File: config.mk
export PLATFORM = sky130hd
export DESIGN_NAME = modbus_rtu_tx
export DESIGN_NICKNAME = d
export VERILOG_FILES = /design/src/rtl/modbus_rtu_tx.sv
export SDC_FILE = /design/constraint.sdc
export NUM_CORES = 1
export LEC_CHECK = 0
export CORE_UTILIZATION = 30
export CTS_CLUSTER_DIAMETER = 120
export DETAILED_ROUTE_END_ITERATION = 6
export PLACE_DENSITY = 0.53
export SLEW_MARGIN = 20
export SYNTH_ARGS = -nofsm -noshare
export SYNTH_HDL_FRONTEND = slang
export SYNTH_SLANG_ARGS = --single-unit
File: constraint.sdc
create_clock -name clk -period 2.4 [get_ports clk]
set_input_delay 0.48 -clock clk [delete_from_list [all_inputs] [get_ports clk]]
set_output_delay 0.48 -clock clk [all_outputs]
set_load 0.02 [all_outputs]
File: src/rtl/modbus_rtu_tx.sv
// modbus_rtu_tx: Modbus RTU character transmitter with RS-485 driver enable.
// MODBUS_TX_PARITY_EN selects 8E1 characters; the default build sends 8N2.
module modbus_rtu_tx #(
  parameter int CLKS_PER_BIT = 868,
  parameter int SILENCE_BITS = 39
) (
  input  logic       clk,
  input  logic       rst,
  input  logic       empty,
  output logic       readReq,
  input  logic       readAck,
  input  logic [8:0] dataIn,
  output logic       tx,
  output logic       txEnable,
  output logic       busy
);
  localparam int BW = $clog2(CLKS_PER_BIT);
  localparam int NW = $clog2(SILENCE_BITS > 8 ? SILENCE_BITS : 8);
  localparam logic [BW-1:0] BAUD_LAST = BW'(CLKS_PER_BIT - 1);
  localparam logic [NW-1:0] SIL_LAST = NW'(SILENCE_BITS - 1);
  localparam logic [NW-1:0] DATA_LAST = NW'(7);
`ifdef MODBUS_TX_PARITY_EN
  localparam logic [NW-1:0] STOP_LAST = '0;
  typedef enum logic [2:0] {IDLE, FETCH, START, DATA, STOP, SILENCE, PAR} state_t;
  localparam state_t AFTER_DATA = PAR;
`else
  localparam logic [NW-1:0] STOP_LAST = NW'(1);
  typedef enum logic [2:0] {IDLE, FETCH, START, DATA, STOP, SILENCE} state_t;
  localparam state_t AFTER_DATA = STOP;
`endif
  state_t state_q;
  logic [BW-1:0] baud_q, baud_d;
  logic [NW-1:0] bit_q;
  logic [7:0] shift_q;
  logic pad_q;
  logic tick;
  always_comb begin
    tick = baud_q == BAUD_LAST;
    baud_d = tick ? '0 : baud_q + 1'b1;
  end
  always_ff @(posedge clk or negedge rst) begin
    if (!rst) begin
      state_q <= SILENCE;
      baud_q <= '0;
      bit_q <= '0;
      shift_q <= '0;
      pad_q <= 1'b1;
      readReq <= 1'b0;
      tx <= 1'b1;
      txEnable <= 1'b0;
      busy <= 1'b1;
    end else begin
      baud_q <= (state_q == IDLE || state_q == FETCH) ? '0 : baud_d;
      case (state_q)
        IDLE:
          if (!empty) begin
            state_q <= FETCH;
            busy <= 1'b1;
          end
        // request goes out one cycle after entering FETCH, so it never overlaps a capture edge
        FETCH:
          if (readReq && readAck) begin
            readReq <= 1'b0;
            shift_q <= dataIn[7:0];
`ifdef MODBUS_TX_PARITY_EN
            pad_q <= ^dataIn[7:0];
`else
            pad_q <= 1'b1;
`endif
            bit_q <= '0;
            state_q <= dataIn[8] ? SILENCE : START;
            tx <= dataIn[8];
            txEnable <= !dataIn[8];
          end else readReq <= 1'b1;
        START:
          if (tick) begin
            state_q <= DATA;
            tx <= shift_q[0];
          end
        DATA:
          if (tick) begin
            shift_q <= shift_q >> 1;
            bit_q <= bit_q == DATA_LAST ? '0 : bit_q + 1'b1;
            state_q <= bit_q == DATA_LAST ? AFTER_DATA : DATA;
            tx <= bit_q == DATA_LAST ? pad_q : shift_q[1];
          end
`ifdef MODBUS_TX_PARITY_EN
        PAR:
          if (tick) begin
            state_q <= STOP;
            tx <= 1'b1;
          end
`endif
        STOP:
          if (tick) begin
            bit_q <= bit_q == STOP_LAST ? '0 : bit_q + 1'b1;
            if (bit_q == STOP_LAST) begin
              state_q <= empty ? IDLE : FETCH;
              txEnable <= !empty;
              busy <= !empty;
            end
          end
        SILENCE:
          if (tick) begin
            bit_q <= bit_q == SIL_LAST ? '0 : bit_q + 1'b1;
            if (bit_q == SIL_LAST) begin
              state_q <= empty ? IDLE : FETCH;
              busy <= !empty;
            end
          end
        default: state_q <= IDLE;
      endcase
    end
  end
endmodule
======== After elaboration in Yosys (flattened, before gate mapping) ========
Cells that the tools add are included.
Widths: inputs -> output; s select.
word-level totals
  bits in registers ....................... 31
  input port bits ......................... 13
  word-level logic and storage cells ...... 82
operators by class
  add/sub/neg operators ................... 2
  equal/unequal tests ..................... 17
  multiplexer cells ....................... 39
  reduce and logical (&&, ||, !) cells .... 16
operator list
  cell                   count
  $mux 6                 7
  $mux 3                 10
  $pmux 6 s4             1
  $mux 10                2
  $pmux 3 s6             1
  $mux 8                 2
  $pmux 8 s2             1
  $ne 2x2->1 const B     7
  $mux 1                 12
  $add 10x1->10 const B  1
  $eq 10x10->1 const B   1
  $reduce_and 4->1       2
  $reduce_and 8->1       1
  $add 6x1->6 const B    1
  $eq 3x2->1 const B     2
  $eq 3x3->1 const B     2
  $eq 6x1->1 const B     1
  $eq 6x3->1 const B     1
  $eq 6x6->1 const B     1
  $pmux 1 s3             2
  $reduce_and 6->1       1
  $reduce_bool 3->1      2
  $reduce_and 5->1       1
  $reduce_bool 2->1      2
  other kinds (9)        10

======== Logic depth before layout (Yosys ltp) ========
Gate-level depths: netlist of run 1.
  depth in word-level cells ............... 4
  depth in mapped cells ................... 7
  mapped depth without buffers ............ 7

======== Worst setup path after synthesis of run 1 ========
No wires, ideal clock.
  path kind ............................... reg2reg
  start ................................... reg baud_q[0]
  end ..................................... reg state_q[0]
  library setup time ...................... 82 ps
  data arrival time ....................... 1686 ps
  setup slack ............................. 632 ps
  cell stages (with the launch flop) ...... 8
  buffers on the path ..................... 1
  cells stage by stage .................... dfrtp_1 ha_1 and4b_1 and3_1 buf_6 a21o_2 o221ai_2 mux2_2
between the ends
  cells in the longest elaborated chain, start to end .. 3
  elaborated cells on any way between the ends .. 6
RTL lines
  item                                 line  RTL
  start: declaration                   32    logic [BW-1:0] baud_q, baud_d;
  start signal: assignment             53    baud_q <= (state_q == IDLE || state_q == FETCH) ? '0 : baud_d;
  $eq 10x10->1 *                       38    tick = baud_q == BAUD_LAST;
  $ne 2x2->1 (no source line)          n/a
  $reduce_and 8->1 (no source line) *  n/a
  end signal: assignment               71    state_q <= dataIn[8] ? SILENCE : START;
  end signal: assignment               84    state_q <= bit_q == DATA_LAST ? AFTER_DATA : DATA;
  end signal: assignment               98    state_q <= empty ? IDLE : FETCH;
  end: declaration                     31    state_t state_q;
Mark *: on every way between the ends. The rest lies on a longest branch, timed or not.
A chain may end at the register's enable or synchronous reset.

======== Final worst setup path of run 1 ========
  start ................................... reg baud_q[0]
  end ..................................... reg bit_q[4]
between the ends
  cells in the longest elaborated chain, start to end .. 3
  elaborated cells on any way between the ends .. 5
RTL lines
  item                                 line  RTL
  $eq 10x10->1 *                       38
  $ne 2x2->1 (no source line)          n/a
  $reduce_and 5->1 (no source line) *  n/a
  end signal: assignment               83    bit_q <= bit_q == DATA_LAST ? '0 : bit_q + 1'b1;
  end signal: assignment               96    bit_q <= bit_q == STOP_LAST ? '0 : bit_q + 1'b1;
  end signal: assignment               105   bit_q <= bit_q == SIL_LAST ? '0 : bit_q + 1'b1;
  end: declaration                     33    logic [NW-1:0] bit_q;
Marks and branches as above.

==> impl_results.html, run 1 <==
<table>
<tr><th>Metric</th><th>Value</th></tr>
<tr><th colspan="2">GRT</th></tr>
<tr><td>Number of global-route vias before repair</td><td>1293</td></tr>
<tr><td>Wire length of the first global-routing pass</td><td>6.03 mm</td></tr>
<tr><td>GRT Overall Usage</td><td>0.128</td></tr>
<tr><td>Number of antenna violations at the first check in global routing</td><td>0</td></tr>
<tr><td>Total congestion overflow after global routing</td><td>0</td></tr>
<tr><td>Largest net degree at the start of global routing</td><td>32</td></tr>
<tr><th colspan="2">Route</th></tr>
<tr><td>Post-Route WL</td><td>3.48 mm</td></tr>
<tr><td>Via count</td><td>1365</td></tr>
<tr><td>Detailed Route Iter0 Violations</td><td>106</td></tr>
<tr><td>Number of antenna-violating nets in the routed design</td><td>0</td></tr>
<tr><td>WL per Instance</td><td>12.6 um</td></tr>
<tr><td>DRT Pass-1 Iters</td><td>4</td></tr>
<tr><td>Routed via count divided by cell count</td><td>4.95</td></tr>
<tr><td>Number of design rule violations left after detail routing</td><td>0</td></tr>
<tr><th colspan="2">Die</th></tr>
<tr><td>Number of rows in the core area</td><td>27</td></tr>
<tr><td>Full die area</td><td>6110 um^2</td></tr>
<tr><td>Die X-Extent</td><td>78.1 um</td></tr>
<tr><td>Starting utilization of the core area</td><td>0.314</td></tr>
<tr><td>Die span in y</td><td>78.1 um</td></tr>
<tr><td>Area of the core</td><td>5540 um^2</td></tr>
<tr><td>Count of pins on the block boundary</td><td>17</td></tr>
<tr><th colspan="2">Yosys</th></tr>
<tr><td>Post-Syn Nets</td><td>199</td></tr>
<tr><td>Share of async-settable or async-resettable flops after synthesis</td><td>1.00</td></tr>
<tr><td>Total of flip-flops plus latches after synthesis</td><td>31</td></tr>
<tr><td>Post-synthesis sequential area ratio</td><td>0.449</td></tr>
<tr><td>Post-Syn Instances</td><td>182</td></tr>
<tr><td>Post-synthesis instance area</td><td>1740 um^2</td></tr>
<tr><td>Number of flops mapped to enable cells by yosys</td><td>0</td></tr>
<tr><td>Per-instance average area after synthesis</td><td>9.56 um^2</td></tr>
<tr><td>Synth Flop Type</td><td>dfrtp_1</td></tr>
<tr><td>Yosys synthesis warning count</td><td>0</td></tr>
<tr><td>Distinct cell type count after synthesis</td><td>46</td></tr>
<tr><th colspan="2">Worst setup path</th></tr>
<tr><td>Arrival @ worst endpoint</td><td>2.14 ns</td></tr>
<tr><td>Path length in cells of the critical path</td><td>6</td></tr>
<tr><td>Critical path launch point</td><td>baud_q[0]</td></tr>
<tr><td>Type of element launching the critical path</td><td>flip-flop</td></tr>
<tr><td>Depth of the worst register-to-register path</td><td>6</td></tr>
<tr><td>WS Path Type</td><td>flip-flop to flip-flop</td></tr>
<tr><td>Reg-to-reg critical path endpoint</td><td>bit_q[4]</td></tr>
<tr><td>Ordered cell list for the critical path</td><td>ha_1 -&gt; and4b_1 -&gt; and3_1 -&gt; a21oi_2 -&gt; or2_4 -&gt; o31ai_2</td></tr>
<tr><td>Largest delay contributor family on the critical path</td><td>simple AND/OR/NAND/NOR gates</td></tr>
<tr><td>Critical path's slowest cell</td><td>dfrtp_1</td></tr>
<tr><td>Launching point of the worst reg2reg path</td><td>baud_q[0]</td></tr>
<tr><td>R2R setup slack</td><td>0.45 ns</td></tr>
<tr><td>Critical Path End Type</td><td>flip-flop</td></tr>
<tr><td>Crit path max fanout</td><td>7</td></tr>
<tr><td>Worst stage delay on the critical path</td><td>0.40 ns</td></tr>
<tr><td>End point of the critical path</td><td>bit_q[4]</td></tr>
<tr><td>Crit path required time</td><td>2.59 ns</td></tr>
<tr><td>Count of buffer and inverter cells on the critical path</td><td>0</td></tr>
<tr><th colspan="2">Min path</th></tr>
<tr><td>Min-Delay Path Class</td><td>flip-flop to flip-flop</td></tr>
<tr><td>Launch instance of the worst min-delay path</td><td>txEnable</td></tr>
<tr><th colspan="2">Clock network</th></tr>
<tr><td>TritonCTS clock tree</td><td>done</td></tr>
<tr><td>Sinks on Clock Net</td><td>31</td></tr>
<tr><td>Setup repair bufs after CTS</td><td>0</td></tr>
<tr><td>Library cell used as clock root buffer</td><td>clkbuf_8</td></tr>
<tr><td>Clock Latency Late Sink</td><td>0.28 ns</td></tr>
<tr><td>Cts-stage hold buffer count</td><td>0</td></tr>
<tr><td>Buffers from clock root to sink, at most</td><td>2</td></tr>
<tr><td>H-tree level count</td><td>2</td></tr>
<tr><td>Number of gates given a new drive strength after cts</td><td>0</td></tr>
<tr><td>Total clock buffers created by CTS</td><td>5</td></tr>
<tr><td>CTS clk-pin slew, worst paths</td><td>0.07 ns</td></tr>
<tr><th colspan="2">Layout</th></tr>
<tr><td>Share of cells above drive strength 1</td><td>0.152</td></tr>
<tr><td>Fillcell total</td><td>573</td></tr>
<tr><td>Nets</td><td>220</td></tr>
<tr><td>Antenna diode count</td><td>0</td></tr>
<tr><td>Most frequent cells in the layout</td><td>27 x nor2_1, 27 x dfrtp_1, 16 x clkdlybuf4s50_1, 13 x a21oi_1, 12 x o21ai_0</td></tr>
<tr><td>Layout overhead on the synthesized area</td><td>18.6%</td></tr>
<tr><td>Non-Filler Instances</td><td>276</td></tr>
<tr><th colspan="2">Placement</th></tr>
<tr><td>Weighted congestion reported at the end of routability-driven placement</td><td>0.774</td></tr>
<tr><td>Placed wire-length estimate after detailed placement</td><td>2.47 mm</td></tr>
<tr><td>Instance count after placement with tap cells included</td><td>268</td></tr>
<tr><td>IO Port Bufs</td><td>16</td></tr>
<tr><th colspan="2">Outcome</th></tr>
<tr><td>Run status</td><td>complete, no violations</td></tr>
<tr><th colspan="2">STA</th></tr>
<tr><td>Timing-limited maximum frequency</td><td>512 MHz</td></tr>
<tr><td>Final worst path period share</td><td>0.814</td></tr>
<tr><td>Slew at the pin with the worst max-slew slack</td><td>0.510 ns</td></tr>
<tr><td>Unrepaired setup endpoints after global routing</td><td>false</td></tr>
<tr><td>Total Negative Setup Slacks</td><td>0 ns</td></tr>
<tr><td>Setup violators final</td><td>0</td></tr>
<tr><td>Setup skew after layout</td><td>0.00642 ns</td></tr>
<tr><td>Worst hold slack across all endpoints</td><td>0.493 ns</td></tr>
<tr><td>Total count of max-transition violations in the final report</td><td>0</td></tr>
<tr><td>Final critical delay including setup and external delays</td><td>1.95 ns</td></tr>
<tr><td>Max-slew headroom at the worst pin</td><td>0.657</td></tr>
<tr><td>Final number of hold-violating endpoints</td><td>0</td></tr>
<tr><th colspan="2">Flow run</th></tr>
<tr><td>Max-cap check violation count</td><td>0</td></tr>
<tr><th colspan="2">Power</th></tr>
<tr><td>Worst-case vdd ir drop</td><td>265 uV</td></tr>
<tr><td>Leakage power</td><td>0.894 nW</td></tr>
<tr><td>Power per Cell Area</td><td>463 nW/um^2</td></tr>
</table>
-- cell usage after synthesis (4+ instances only) --
cell type   n  area, um^2
a21oi_1    13        65.1
and3_1      6        37.5
dfrtp_1    27         676
dfstp_2     4         105
ha_1        4        50.1
inv_1       6        22.5
mux2i_1     7        70.1
nand2_1    11        41.3
nand2b_1    4        25.0
nand3_1     8        40.0
nor2_1     27         101
o21ai_0    12        60.1
xnor2_1     4        35.0
xor2_1      4        35.0
-- stage by stage --
step / area, um^2 / worst slack, ns / total power [mW] / utilization
final: 2060 / 0.447 / 0.955 / 0.372
after global routing: 2060 / 0.365 / 1.00 / 0.372
after CTS: 2060 / 0.464 / 0.979 / 0.372
after detailed placement: 1980 / 0.409 / 0.576 / 0.358
after global placement: 1980 / 0.437 / 0.576 / 0.358
after floorplan: 1740 / 0.632 / 0.541 / -
-- how the worst min path moves through the flow --
stage,endpoint,slack [ns],cells after the start
CTS,baud_q[0],0.49,1
floorplan,baud_q[0],0.18,0
finish,txEnable,0.49,1
detailed placement,baud_q[0],0.48,1
global placement,baud_q[0],0.47,1
global route,baud_q[0],0.52,1
-- worst reg2reg max path, stage by stage (launching register included) --
cell	delay (ns)
dfrtp_1	0.40
ha_1	0.24
and4b_1	0.25
and3_1	0.35
a21oi_2	0.13
or2_4	0.29
o31ai_2	0.20
-- routing by layer --
| layer | vias up | part of all wire | track usage |
|---|---|---|---|
| li1 | 686 | - | - |
| met1 | 649 | 0.51 | 0.169 |
| met2 | 26 | 0.44 | 0.191 |
| met3 | 4 | 0.035 | 0.0360 |
| met4 | 0 | 0.014 | 0.0667 |
| met5 | - | 0 | 0 |
-- sequential cells by signal, summed over array words and instances (netlist names) --
name,count
baud_q,10
bit_q,6
busy,1
readReq,1
shift_q,8
state_q,3
tx,1
txEnable,1
-- cells by family (layout without fill, tap and decap cells) --
group           count (synthesis)  after routing  share of synthesized area
buf+inv                        12             34                     0.0345
simple gates                   73             73                      0.225
compound gates                 45             45                      0.169
fa+ha+maj                       4              4                     0.0288
flops                          31             31                      0.449
mux                             9              9                     0.0532
xor+xnor                        8              8                     0.0403
-- power breakdown --
| group | internal (mW) | switching (mW) |
|---|---|---|
| clock | 0.203 | 0.187 |
| combinational | 0.0223 | 0.0198 |
| sequential | 0.523 | 0 |
-- cell type report --
cell class / instances / area, um^2 / area share
Multi-Input combinational cell: 139 / 898 / 0.435
Tap cell: 72 / 90.1 / 0.0437
Timing Repair Buffer: 20 / 190 / 0.0922
Clock buffer: 7 / 76.3 / 0.0370
Inverter: 6 / 22.5 / 0.0109
Clock inverter: 1 / 5.00 / 0.00243
Sequential cell: 31 / 781 / 0.378
(Power assumes the default switching activity.)
==> run 2: changes to the inputs <==
- clock period: 2.4 -> 1.9 ns (I/O delays scaled with it)
==> run 2 against run 1 <==
Against the previous run: first-iteration DRC count up 9.4%; non-clock buffer count up 9; hold slack better by 0.0031 ns; critical endpoint unchanged.
==> impl_results.html, run 2 (synthesized netlist as in run 1, its figures left out) <==
<table>
<tr><th>Metric</th><th>Value</th></tr>
<tr><th colspan="2">Outcome</th></tr>
<tr><td>Run status</td><td>complete, no violations</td></tr>
<tr><th colspan="2">STA</th></tr>
<tr><td>Final critical delay including setup and external delays</td><td>1.81 ns</td></tr>
<tr><td>Worst path setup slack after routing</td><td>0.0889 ns</td></tr>
<tr><td>Setup skew after layout</td><td>0.00479 ns</td></tr>
<tr><td>Total Negative Setup Slacks</td><td>0 ns</td></tr>
<tr><td>Total count of max-transition violations in the final report</td><td>0</td></tr>
<tr><td>Timing-limited maximum frequency</td><td>552 MHz</td></tr>
<tr><td>Worst hold slack across all endpoints</td><td>0.496 ns</td></tr>
<tr><td>Slew at the pin with the worst max-slew slack</td><td>0.402 ns</td></tr>
<tr><td>Final worst path period share</td><td>0.953</td></tr>
<tr><td>Setup violators final</td><td>0</td></tr>
<tr><td>Max-slew headroom at the worst pin</td><td>0.732</td></tr>
<tr><td>Final number of hold-violating endpoints</td><td>0</td></tr>
<tr><td>Unrepaired setup endpoints after global routing</td><td>true</td></tr>
<tr><th colspan="2">Power</th></tr>
<tr><td>Clock power share</td><td>0.407</td></tr>
<tr><td>Power per Cell Area</td><td>563 nW/um^2</td></tr>
<tr><td>Int Power</td><td>0.950 mW</td></tr>
<tr><td>Design Power</td><td>1.20 mW</td></tr>
<tr><td>Reported net switching power</td><td>0.255 mW</td></tr>
<tr><td>Leakage power</td><td>0.933 nW</td></tr>
<tr><td>Worst-case vdd ir drop</td><td>334 uV</td></tr>
<tr><td>Sequential Power Share</td><td>0.548</td></tr>
<tr><td>Gate power share</td><td>0.045</td></tr>
<tr><td>Switching share of power</td><td>0.212</td></tr>
<tr><th colspan="2">Flow run</th></tr>
<tr><td>Max-cap check violation count</td><td>0</td></tr>
<tr><th colspan="2">Route</th></tr>
<tr><td>WL per Instance</td><td>12.7 um</td></tr>
<tr><td>Routed via count divided by cell count</td><td>4.84</td></tr>
<tr><td>DRT Pass-1 Iters</td><td>4</td></tr>
<tr><td>Via count</td><td>1378</td></tr>
<tr><td>Detailed Route Iter0 Violations</td><td>116</td></tr>
<tr><td>Post-Route WL</td><td>3.61 mm</td></tr>
<tr><td>Number of design rule violations left after detail routing</td><td>0</td></tr>
<tr><td>Number of antenna-violating nets in the routed design</td><td>0</td></tr>
<tr><th colspan="2">Min path</th></tr>
<tr><td>Min-Delay Path Class</td><td>input port to asynchronous set/reset pin</td></tr>
<tr><th colspan="2">Clock network</th></tr>
<tr><td>Total clock buffers created by CTS</td><td>5</td></tr>
<tr><td>Setup repair bufs after CTS</td><td>0</td></tr>
<tr><td>Clock Latency Late Sink</td><td>0.28 ns</td></tr>
<tr><td>Library cell used as clock root buffer</td><td>clkbuf_8</td></tr>
<tr><td>CTS clk-pin slew, worst paths</td><td>0.06 ns</td></tr>
<tr><td>TritonCTS clock tree</td><td>done</td></tr>
<tr><td>Buffers from clock root to sink, at most</td><td>2</td></tr>
<tr><td>H-tree level count</td><td>2</td></tr>
<tr><td>Sinks on Clock Net</td><td>31</td></tr>
<tr><th colspan="2">GRT</th></tr>
<tr><td>Total congestion overflow after global routing</td><td>0</td></tr>
<tr><td>Largest net degree at the start of global routing</td><td>32</td></tr>
<tr><td>Number of global-route vias before repair</td><td>1365</td></tr>
<tr><td>GRT Overall Usage</td><td>0.137</td></tr>
<tr><td>Wire length of the first global-routing pass</td><td>6.49 mm</td></tr>
<tr><td>Number of antenna violations at the first check in global routing</td><td>0</td></tr>
<tr><th colspan="2">Layout</th></tr>
<tr><td>Final core utilization</td><td>0.386</td></tr>
<tr><td>Most frequent cells in the layout</td><td>27 x nor2_1, 27 x dfrtp_1, 16 x clkdlybuf4s50_1, 13 x a21oi_1, 13 x buf_4</td></tr>
<tr><td>Nets</td><td>229</td></tr>
<tr><td>Non-Filler Instances</td><td>285</td></tr>
<tr><td>Layout overhead on the synthesized area</td><td>23.1%</td></tr>
<tr><td>Largest registers in the final layout</td><td>baud_q (10), shift_q (8), bit_q (6)</td></tr>
<tr><td>Design area</td><td>2140 um^2</td></tr>
<tr><td>Largest register FFs</td><td>10</td></tr>
<tr><td>Antenna diode count</td><td>0</td></tr>
<tr><td>Register ranked first by flip-flop count</td><td>baud_q</td></tr>
<tr><td>Share of cells above drive strength 1</td><td>0.197</td></tr>
<tr><th colspan="2">Placement</th></tr>
<tr><td>Placed instance area</td><td>2050 um^2</td></tr>
<tr><td>IO Port Bufs</td><td>16</td></tr>
<tr><td>Instance count after placement with tap cells included</td><td>277</td></tr>
<tr><td>Weighted congestion reported at the end of routability-driven placement</td><td>0.843</td></tr>
<tr><td>Placed wire-length estimate after detailed placement</td><td>2.60 mm</td></tr>
<tr><td>Pre-CTS setup slack</td><td>0.0182 ns</td></tr>
<tr><th colspan="2">Worst setup path</th></tr>
<tr><td>Critical Path End Type</td><td>flip-flop</td></tr>
<tr><td>Type of element launching the critical path</td><td>flip-flop</td></tr>
<tr><td>Critical path's slowest cell</td><td>dfrtp_1</td></tr>
<tr><td>Ordered cell list for the critical path</td><td>inv_2 -&gt; ha_1 -&gt; nor4b_2 -&gt; o21a_1 -&gt; o22a_2 -&gt; or2_4 -&gt; o31ai_2</td></tr>
<tr><td>Worst stage delay on the critical path</td><td>0.40 ns</td></tr>
<tr><td>Largest delay contributor family on the critical path</td><td>compound AO/OA/AOI/OAI gates</td></tr>
<tr><td>WS Path Type</td><td>flip-flop to flip-flop</td></tr>
<tr><td>Crit path required time</td><td>2.09 ns</td></tr>
<tr><td>Crit path max fanout</td><td>5</td></tr>
<tr><td>Arrival @ worst endpoint</td><td>2.00 ns</td></tr>
<tr><td>Count of buffer and inverter cells on the critical path</td><td>1</td></tr>
<tr><th colspan="2">Die</th></tr>
<tr><td>Number of rows in the core area</td><td>27</td></tr>
<tr><td>Count of pins on the block boundary</td><td>17</td></tr>
<tr><td>Area of the core</td><td>5540 um^2</td></tr>
<tr><td>Die span in y</td><td>78.1 um</td></tr>
<tr><td>Full die area</td><td>6110 um^2</td></tr>
<tr><td>Starting utilization of the core area</td><td>0.314</td></tr>
<tr><td>Die X-Extent</td><td>78.1 um</td></tr>
</table>
## run 2: changes by cell type in the layout (fill, tap and decap cells not counted)
cell,previous run,this run
buf_4,4,13
and3_1,6,5
and3_4,0,1
clkbuf_1,2,3
clkinv_2,1,0
inv_1,6,5
inv_2,0,1
nor4b_1,1,0
nor4b_2,0,1
## run 2: layer usage
layer | vias up | GRT usage | share of wire
li1 | 713 | - | -
met1 | 642 | 0.192 | 0.54
met2 | 19 | 0.193 | 0.41
met3 | 4 | 0.0384 | 0.029
met4 | 0 | 0.0648 | 0.018
met5 | - | 0 | 0
## run 2: final timing paths
kind                       startpoint    endpoint  slack [ns]  depth (start not counted)
min in group clk            baud_q[0]   baud_q[0]        0.50                          1
max reg2reg                  bit_q[1]    bit_q[4]        0.09                          7
max                          bit_q[1]    bit_q[4]        0.09                          7
max in group asynchronous         rst  state_q[0]        1.08                          2
min reg2reg                 baud_q[0]   baud_q[0]        0.50                          1
min                               rst   baud_q[5]        0.50                          2
## run 2: power by group through the flow
stage	clock network, mW	logic, mW	registers (mW)
6_report	0.490	0.0544	0.661
3_5_place_dp	0	0.0561	0.672
2_1_floorplan	0	0.0102	0.673
5_1_grt	0.549	0.0614	0.660
3_3_place_gp	0	0.0572	0.672
4_1_cts	0.520	0.0564	0.660
## run 2: repair_timing
item                                    CTS  global route
hold buffers                              0             0
endpoints found under the setup margin    0             6
resized for setup                         0             4
## run 2: cell type report
| class | instances | area [um^2] |
|---|---|---|
| clock buffers | 8 | 80.1 |
| fillers | 581 | 3400 |
| inverters | 6 | 22.5 |
| multi-input cells | 139 | 910 |
| flip-flops and latches | 31 | 781 |
| well taps | 72 | 90.1 |
| repair buffers | 29 | 258 |
## run 2: worst reg2reg max path, cell delays in order, from the launching register on
cell	delay, ns
dfrtp_1	0.40
inv_2	0.05
ha_1	0.17
nor4b_2	0.16
o21a_1	0.21
o22a_2	0.26
or2_4	0.27
o31ai_2	0.21
